<file path="config.mk">
export PLATFORM = sky130hd
export DESIGN_NAME = jdec_dequant
export DESIGN_NICKNAME = d
export VERILOG_FILES = /design/src/rtl/jdec_dequant.sv
export SDC_FILE = /design/constraint.sdc
export NUM_CORES = 2
export LEC_CHECK = 0
export ABC_CLOCK_PERIOD_IN_PS = 13700
export CAP_MARGIN = 10
export CORE_AREA = 8 8 745 453
export CTS_CLUSTER_DIAMETER = 60
export DETAILED_ROUTE_END_ITERATION = 12
export DIE_AREA = 0 0 753 461
export SLEW_MARGIN = 20
export SYNTH_ARGS = -nofsm -noshare
export SYNTH_HDL_FRONTEND = slang
export SYNTH_SLANG_ARGS = --single-unit
</file>
<file path="constraint.sdc">
create_clock -name clk -period 13.7 [get_ports clk]
set_input_delay 2.055 -clock clk [delete_from_list [all_inputs] [get_ports clk]]
set_output_delay 2.055 -clock clk [all_outputs]
set_load 0.01 [all_outputs]
</file>
<file path="src/rtl/jdec_dequant.sv">
// JPEG decoder dequantizer: multiplies zigzag coefficient pairs by the quant table, de-zigzags into a
// ping-pong block buffer and streams raster-order pairs out. Optional q_cnt checking: JDEC_DEQUANT_SEQ_CHECK_EN.
module jdec_dequant #(
  parameter int QW = 11,
  parameter int OW = 16,
  parameter int TW = 8
) (
  input  logic                 clk,
  input  logic                 resetn,
  input  logic signed [QW-1:0] q [2],
  input  logic                 q_valid,
  output logic                 q_hold,
  input  logic [4:0]           q_cnt,
  input  logic [1:0]           q_chroma,
  input  logic                 q_last_mcu,
  output logic signed [OW-1:0] d [2],
  output logic                 d_valid,
  input  logic                 d_hold,
  output logic [4:0]           d_cnt,
  output logic [1:0]           d_chroma,
  output logic                 d_last_mcu,
  input  logic                 tbl_we,
  input  logic [6:0]           tbl_addr,
  input  logic [TW-1:0]        tbl_data,
  output logic                 seq_err
);

  localparam int PW = QW + TW + 1;
  localparam logic signed [PW-1:0] SAT_MAX = {{(PW-OW+1){1'b0}}, {(OW-1){1'b1}}};
  localparam logic signed [PW-1:0] SAT_MIN = {{(PW-OW+1){1'b1}}, {(OW-1){1'b0}}};

  // natural (raster) position of each zigzag index
  localparam logic [5:0] ZZ [64] = '{
     0,  1,  8, 16,  9,  2,  3, 10, 17, 24, 32, 25, 18, 11,  4,  5,
    12, 19, 26, 33, 40, 48, 41, 34, 27, 20, 13,  6,  7, 14, 21, 28,
    35, 42, 49, 56, 57, 50, 43, 36, 29, 22, 15, 23, 30, 37, 44, 51,
    58, 59, 52, 45, 38, 31, 39, 46, 53, 60, 61, 54, 47, 55, 62, 63};

  typedef enum logic [1:0] {BK_EMPTY, BK_FILLING, BK_FULL, BK_READING} bank_st_t;

  logic [TW-1:0]        tbl_mem  [128];
  logic signed [OW-1:0] bank_mem [2][64];

  bank_st_t bank_st_q [2], bank_st_d [2];
  logic [1:0] bank_chroma_q [2], bank_chroma_d [2];
  logic bank_last_q [2], bank_last_d [2];

  logic wr_bank_q, wr_bank_d, wr_mid_q, wr_mid_d, q_hold_q, q_hold_d;
  logic [1:0] cur_chroma_q, cur_chroma_d;

  logic p_valid_q, p_valid_d, p_bank_q, p_bank_d, p_last_q, p_last_d;
  logic [4:0] p_cnt_q, p_cnt_d;
  logic signed [OW-1:0] p_prod_q [2], p_prod_d [2];

  logic rd_bank_q, rd_bank_d, d_valid_q, d_valid_d;
  logic [4:0] d_cnt_q, d_cnt_d;
  logic [1:0] d_chroma_q, d_chroma_d;
  logic d_last_q, d_last_d;
  logic signed [OW-1:0] d_q [2], d_d [2];

  logic accept, eff_first, tbl_sel;
  logic [4:0] eff_cnt;
  logic [TW-1:0] entry [2];
  logic signed [PW-1:0] qx [2], ex [2], prod [2];
  logic rd_ld, rd_start, rd_ld_bank;
  logic [4:0] rd_ld_cnt;

  assign accept = q_valid & ~q_hold_q;

`ifdef JDEC_DEQUANT_SEQ_CHECK_EN
  logic [4:0] exp_cnt_q, exp_cnt_d;
  logic seq_err_q, seq_err_d;

  // the locally tracked count addresses the bank; the received count is only compared
  assign eff_cnt = exp_cnt_q;
  assign seq_err = seq_err_q;

  always_comb begin
    exp_cnt_d = exp_cnt_q;
    seq_err_d = seq_err_q;
    if (accept) begin
      exp_cnt_d = exp_cnt_q + 5'd1;
      if (q_cnt != exp_cnt_q) seq_err_d = 1'b1;
    end
  end

  always_ff @(posedge clk) begin
    if (!resetn) begin
      exp_cnt_q <= '0;
      seq_err_q <= 1'b0;
    end else begin
      exp_cnt_q <= exp_cnt_d;
      seq_err_q <= seq_err_d;
    end
  end
`else
  assign eff_cnt = q_cnt;
  assign seq_err = 1'b0;
`endif

  assign eff_first = (eff_cnt == 5'd0);
  // the block's chroma tag is only presented with pair 0, so that pair uses the live input
  assign tbl_sel   = eff_first ? (q_chroma != 2'd0) : (cur_chroma_q != 2'd0);

  always_comb begin
    for (int i = 0; i < 2; i++) begin
      entry[i] = tbl_mem[{tbl_sel, eff_cnt, 1'(i)}];
      qx[i]    = {{(PW-QW){q[i][QW-1]}}, q[i]};
      ex[i]    = {{(PW-TW){1'b0}}, entry[i]};
      prod[i]  = qx[i] * ex[i];
      if (prod[i] > SAT_MAX)      p_prod_d[i] = SAT_MAX[OW-1:0];
      else if (prod[i] < SAT_MIN) p_prod_d[i] = SAT_MIN[OW-1:0];
      else                        p_prod_d[i] = prod[i][OW-1:0];
    end
  end

  always_ff @(posedge clk) begin
    if (tbl_we) tbl_mem[tbl_addr] <= tbl_data;
    if (p_valid_q) begin
      bank_mem[p_bank_q][ZZ[{p_cnt_q, 1'b0}]] <= p_prod_q[0];
      bank_mem[p_bank_q][ZZ[{p_cnt_q, 1'b1}]] <= p_prod_q[1];
    end
  end

  always_comb begin
    for (int b = 0; b < 2; b++) begin
      bank_st_d[b]     = bank_st_q[b];
      bank_chroma_d[b] = bank_chroma_q[b];
      bank_last_d[b]   = bank_last_q[b];
    end
    wr_bank_d    = wr_bank_q;
    wr_mid_d     = wr_mid_q;
    cur_chroma_d = cur_chroma_q;
    p_valid_d    = accept;
    p_bank_d     = wr_bank_q;
    p_cnt_d      = eff_cnt;
    p_last_d     = (eff_cnt == 5'd31);
    rd_bank_d    = rd_bank_q;
    d_valid_d    = d_valid_q;
    d_cnt_d      = d_cnt_q;
    d_chroma_d   = d_chroma_q;
    d_last_d     = d_last_q;
    d_d[0]       = d_q[0];
    d_d[1]       = d_q[1];
    rd_ld        = 1'b0;
    rd_start     = 1'b0;
    rd_ld_bank   = rd_bank_q;
    rd_ld_cnt    = '0;

    if (accept) begin
      if (bank_st_q[wr_bank_q] == BK_EMPTY) bank_st_d[wr_bank_q] = BK_FILLING;
      if (eff_first) begin
        bank_chroma_d[wr_bank_q] = q_chroma;
        bank_last_d[wr_bank_q]   = q_last_mcu;
        cur_chroma_d             = q_chroma;
      end
      wr_mid_d = (eff_cnt != 5'd31);
      if (eff_cnt == 5'd31) wr_bank_d = ~wr_bank_q;
    end
    if (p_valid_q && p_last_q) bank_st_d[p_bank_q] = BK_FULL;

    if (d_valid_q && !d_hold) begin
      if (d_cnt_q == 5'd31) begin
        bank_st_d[rd_bank_q] = BK_EMPTY;
        rd_bank_d            = ~rd_bank_q;
        d_cnt_d              = '0;
        if (bank_st_q[~rd_bank_q] == BK_FULL) begin
          rd_ld      = 1'b1;
          rd_start   = 1'b1;
          rd_ld_bank = ~rd_bank_q;
        end else begin
          d_valid_d = 1'b0;
        end
      end else begin
        rd_ld     = 1'b1;
        rd_ld_cnt = d_cnt_q + 5'd1;
        d_cnt_d   = d_cnt_q + 5'd1;
      end
    end else if (!d_valid_q && bank_st_q[rd_bank_q] == BK_FULL) begin
      rd_ld    = 1'b1;
      rd_start = 1'b1;
    end

    if (rd_start) begin
      bank_st_d[rd_ld_bank] = BK_READING;
      d_valid_d             = 1'b1;
      d_chroma_d            = bank_chroma_q[rd_ld_bank];
      d_last_d              = bank_last_q[rd_ld_bank];
    end
    if (rd_ld) begin
      d_d[0] = bank_mem[rd_ld_bank][{rd_ld_cnt, 1'b0}];
      d_d[1] = bank_mem[rd_ld_bank][{rd_ld_cnt, 1'b1}];
    end

    // stall only at a block boundary, and only while the next bank is still occupied
    q_hold_d = ~wr_mid_d & (bank_st_d[wr_bank_d] != BK_EMPTY);
  end

  always_ff @(posedge clk) begin
    if (!resetn) begin
      for (int b = 0; b < 2; b++) begin
        bank_st_q[b]     <= BK_EMPTY;
        bank_chroma_q[b] <= '0;
        bank_last_q[b]   <= 1'b0;
        p_prod_q[b]      <= '0;
        d_q[b]           <= '0;
      end
      wr_bank_q    <= 1'b0;
      wr_mid_q     <= 1'b0;
      q_hold_q     <= 1'b0;
      cur_chroma_q <= '0;
      p_valid_q    <= 1'b0;
      p_bank_q     <= 1'b0;
      p_last_q     <= 1'b0;
      p_cnt_q      <= '0;
      rd_bank_q    <= 1'b0;
      d_valid_q    <= 1'b0;
      d_cnt_q      <= '0;
      d_chroma_q   <= '0;
      d_last_q     <= 1'b0;
    end else begin
      for (int b = 0; b < 2; b++) begin
        bank_st_q[b]     <= bank_st_d[b];
        bank_chroma_q[b] <= bank_chroma_d[b];
        bank_last_q[b]   <= bank_last_d[b];
        p_prod_q[b]      <= p_prod_d[b];
        d_q[b]           <= d_d[b];
      end
      wr_bank_q    <= wr_bank_d;
      wr_mid_q     <= wr_mid_d;
      q_hold_q     <= q_hold_d;
      cur_chroma_q <= cur_chroma_d;
      p_valid_q    <= p_valid_d;
      p_bank_q     <= p_bank_d;
      p_last_q     <= p_last_d;
      p_cnt_q      <= p_cnt_d;
      rd_bank_q    <= rd_bank_d;
      d_valid_q    <= d_valid_d;
      d_cnt_q      <= d_cnt_d;
      d_chroma_q   <= d_chroma_d;
      d_last_q     <= d_last_d;
    end
  end

  assign q_hold     = q_hold_q;
  assign d[0]       = d_q[0];
  assign d[1]       = d_q[1];
  assign d_valid    = d_valid_q;
  assign d_cnt      = d_cnt_q;
  assign d_chroma   = d_chroma_q;
  assign d_last_mcu = d_last_q;

endmodule

</file>
* Yosys cells after proc, flatten, opt, wreduce, memory -nomap -nowiden
Memory sizes are Yosys's and may differ from the RTL's. A register that Yosys moved wholly into a read port is not among the register bits. Index checks and enable logic that the tools add are counted.
Cells by class: eq/ne operators 6, bitwise logic cells 1060, add/sub/neg operators 1, reductions and logical operators 23, multipliers 2, shift-type cells 0, multiplexer cells 1107, divide/modulo/power cells 0, magnitude comparators 21
Operators with widths (number):
- $mux W1024 | 2
- $mux W1 | 1052
- $or A1 B1 Y1 | 1034
- $mux W16 | 14
- $bmux W16 S6 | 2
- $demux W16 S6 | 2
- $ge A7 B7 Y1 const B | 6
- $not A6 Y7 | 6
- $gt A20 B16 Y1 const B | 2
- $lt A20 B16 Y1 const B | 2
- $mul A11 B9 Y20 | 2
- $mux W32 | 1
- $mux W4 | 8
- $mux W2 | 13
- $mux W6 | 4
- $lt A7 B1 Y1 const B | 2
- $eq A5 B5 Y1 const B | 2
- $ge A2 B2 Y1 const B | 5
- $mux W5 | 2
- $not A1 Y2 | 5
- $reduce_bool A2 Y1 | 5
- $logic_and A1 B1 Y1 | 9
- $demux W2 S1 | 4
- $lt A2 B1 Y1 const B | 4
- other kinds (20) | 32
Word-level totals: bits in writable memories 3146, memories 9, memory bits (read-only) 768, latch bits 0, input bits 50, register bits 20, output and inout bits 43, logic and storage cells 2240
Memories:
- bank_mem | words 2, bits a word 1024, read ports 1, clocked after memory_dff 0, wr ports 1, line 42 | logic signed [OW-1:0] bank_mem [2][64];
- tbl_mem | words 128, bits a word 8, read ports 2, clocked after memory_dff 0, wr ports 1, line 41 | logic [TW-1:0] tbl_mem [128];
- (no name shown) | words 64, bits a word 6, read ports 1, clocked after memory_dff 0, wr ports 0, line 121 | bank_mem[p_bank_q][ZZ[{p_cnt_q, 1'b1}]] <= p_prod_q[1];
- (no name shown) | words 64, bits a word 6, read ports 1, clocked after memory_dff 0, wr ports 0, line 120 | bank_mem[p_bank_q][ZZ[{p_cnt_q, 1'b0}]] <= p_prod_q[0];
- d_q | words 2, bits a word 16, read ports 2, clocked after memory_dff 0, wr ports 2, line 59 | logic signed [OW-1:0] d_q [2], d_d [2];
- p_prod_q | words 2, bits a word 16, read ports 2, clocked after memory_dff 0, wr ports 2, line 53 | logic signed [OW-1:0] p_prod_q [2], p_prod_d [2];
- 3 more memories

* Logic depth before layout (Yosys ltp)
depth in word-level cells 21, depth in mapped cells 29

* Worst setup path after synthesis
No wires, ideal clock.
path kind input port to flip-flop, start point input q_cnt[1], end point memory p_prod_q[0][10], path buffers 5, arrival 8.793 ns, stages 26, library setup time 0.132 ns, required time 13.568 ns, slack 4.775 ns, path through clkbuf_1 clkbuf_1 clkbuf_1 mux4_2 mux4_2 mux4_2 buf_2 and2_1 fa_1 inv_1 fa_1 inv_1 fa_1 inv_1 fa_1 inv_1 ha_1 a21o_1 a211o_1 a311oi_1 o21ai_0 xnor2_1 nor2_1 a41oi_1 clkbuf_1 o21ai_0
RTL lines:
- start: declaration | line 13 | input logic [4:0] q_cnt,
- end: declaration | line 53

==> impl_metrics.yaml <==
outcome:
  status: "finished clean"
logic_synthesis:
  ys_ff_latch: 3171
  syn-cell-area_um2: 146000
  async_reset_ff_share_pct: 0
  syn_inst: 10200
  synth_edf_count: 3072
  ys_types: 102
  synthFlopType: "edfxtp_1"
  ys_seq_area_share_pct: 64.5
  syn_nets: 10500
  syn_area_per_cell_um2: 14.3
  yosysWarnings: 0
route:
  drt_iter0_markers: 15300
  ant_nets: 0
  post_drt_wl_per_cell_um: 33.3
  drc: 0
  via_per_inst: 6.38
  first_pass_iters: 7
  vias: 93300
  drt-total-wl_um: 487000
clocking:
  cts_hold_buf: 0
  cts_tree: "done"
  htreeDepth: 5
  cts_made_buffers: 311
  cts.sinks: 3171
  clockBufferDepth: 4
  ctsResizeCount: 0
  clk_latency_ps: 920
  clkTransAtPathRegs_ps: 60
  post_cts_buffers: 0
  cts-root-buf: "clkbuf_16"
critical_path:
  cp-end-kind: "flop"
  crit_required_ps: 14400
  path_class: "in2reg"
  start_kind: "input pin"
  crit_fanout: 128
  critPathArrivalTime_ps: 10700
timing:
  setup-violations-final: 0
  finClkSkew_ps: 76.3
  rsz0062_at_grt: "no"
  post-route-min-period_ps: 10000
  fmax_mhz: 100
  slew_violations: 0
  timing_hold_violations_final: 0
  finalCritPeriodShare_pct: 73.0
  finalWorstSetupSlack_ps: 3700
  relSlewSlack_pct: 16.2
  worst_slew_pin_slew_ps: 1260
  finalSetupTns_ps: 0
finish:
  area_growth_pct: 10.3
  area.sequential_um2: 94400
  final_nets: 10300
  multi_input_area_um2: 47400
  final_cell_mix: "3072 x edfxtp_1, 1172 x nand2_1, 1005 x mux2_2, 480 x nand3_1, 397 x nor2_1"
  drive_gt1_share_pct: 22.8
  mostFrequentLayoutCell: "edfxtp_1"
  fillers: 27400
place:
  place_ws_ps: 2800
  place.detailed.hpwl_um: 296000
  gp_congestion: 0.886
  portBuffers: 91
global_route:
  grt_max_degree: 152
  antenna_found_initial: 61
  overflow: 0
  track_usage_pct: 27.3
  grt_pass1_vias: 90100
  grt_pass1_wl_um: 687000
floorplanning:
  initial_utilization_pct: 44.7
  dieArea_um2: 347000
  ios: 93
  fp-row-count: 163
  dieWidth_um: 753
  fp.dieH_um: 461
  fp.coreArea_um2: 327000
power:
  pwr_density_cell_nw_per_um2: 166
  worst_ir_drop_vdd_mv: 0.206
  power.total_uw: 26700
  cellLeakagePower_uw: 0.0540
job:
  max-cap-violations: 0
worst_hold_path:
  hp-class: "reg2reg"
area by class of cell:
class | instances | area share [%]
Inverter | 241 | 0.562
Multi-Input combinational cell | 5913 | 29.4
Clock buffer | 397 | 5.21
Sequential cell | 3171 | 58.6
Tap cell | 4372 | 3.39
Clock inverter | 156 | 0.888
Antenna cell | 15 | 0.0233
Timing Repair Buffer | 367 | 1.96
critical path: stages:
cell and delay [ps]:
buf_8 580, buf_12 500, mux4_2 430, mux4_2 560
mux2i_1 530, a21oi_1 160, buf_4 220, nand2_1 180
fa_1 530, inv_1 190, fa_1 460, fa_1 550
inv_1 50, fa_1 470, inv_1 50, ha_1 340
a21o_1 210, a211o_1 330, a311oi_1 360, o21ai_0 170
xnor2_1 310, nor2_1 110, a41oi_1 740, o21ai_0 240
state kept, by name (all words and copies together), names as in the netlist, 2 cells and up, named ones only:
register and cells:
bank_chroma_q 4, bank_last_q 2, bank_mem 2048, bank_st_q 4, cur_chroma_q 2, d_chroma 2
d_cnt 5, d_q 32, p_cnt_q 5, p_prod_q 32, tbl_mem 1024
cell families after synthesis:
group / count (synthesis) / share of synthesized area, %
flops: 3171 / 64.5
simple gates: 2908 / 9.24
mux: 1560 / 14.8
compound gates: 1173 / 5.07
buf+inv: 1140 / 3.43
fa+ha+maj: 230 / 2.71
xor+xnor: 41 / 0.246
other cells: 1 / 0.00257
report_power, final:
group | internal, uW | switching (uW)
logic | 2310 | 3670
clock network | 4720 | 3810
registers | 11600 | 615
stage by stage:
step / std cells / cell area, um^2 / hold slack [ps] / utilization (%)
2_1_floorplan: 10200 / 146000 / 437 / -
5_1_grt: 14600 / 161000 / 482 / 49.3
3_5_place_dp: 14100 / 151000 / 454 / 46.3
4_1_cts: 14600 / 161000 / 463 / 49.3
6_report: 14600 / 161000 / 463 / 49.3
3_3_place_gp: 14100 / 151000 / 446 / 46.2
worst paths after layout:
kind                   from              to  slack (ps)  depth (start not counted)
max                q_cnt[1]  p_prod_q[0][8]        3700                         24
min          bank_last_q[1]  bank_last_q[1]         460                          2
max reg2reg  tbl_mem[96][0]  p_prod_q[0][8]        5860                         22
min reg2reg  bank_last_q[1]  bank_last_q[1]         460                          2
cell usage after synthesis, drive strengths merged, types with 86 or more instances:
cell,n,area share (%)
edfxtp,3072,63
nand2,1187,3.1
mux2,1129,8.7
nand3,490,1.7
clkbuf,488,1.3
nor2,471,1.4
buf,411,1.6
o21ai,368,1.3
mux4,365,5.6
nor3,315,1.1
inv,240,0.62
a21oi,212,0.73
a31oi,197,0.84
and2,153,0.66
fa,144,2.0
and3,129,0.55
dfxtp,99,1.4
ha,86,0.74
layer usage:
metal  track usage (%)  wire length (um)  part of all wire (%)  up-vias
met2              37.3            196000                    40     6092
met4              7.44             14500                   3.0       24
met5                 0               168                 0.034        -
met3              9.89             72500                    15      837
li1                  -                 -                     -    38200
met1              40.8            204000                    42    48200
Note: power is estimated with default switching activity, not from simulation.
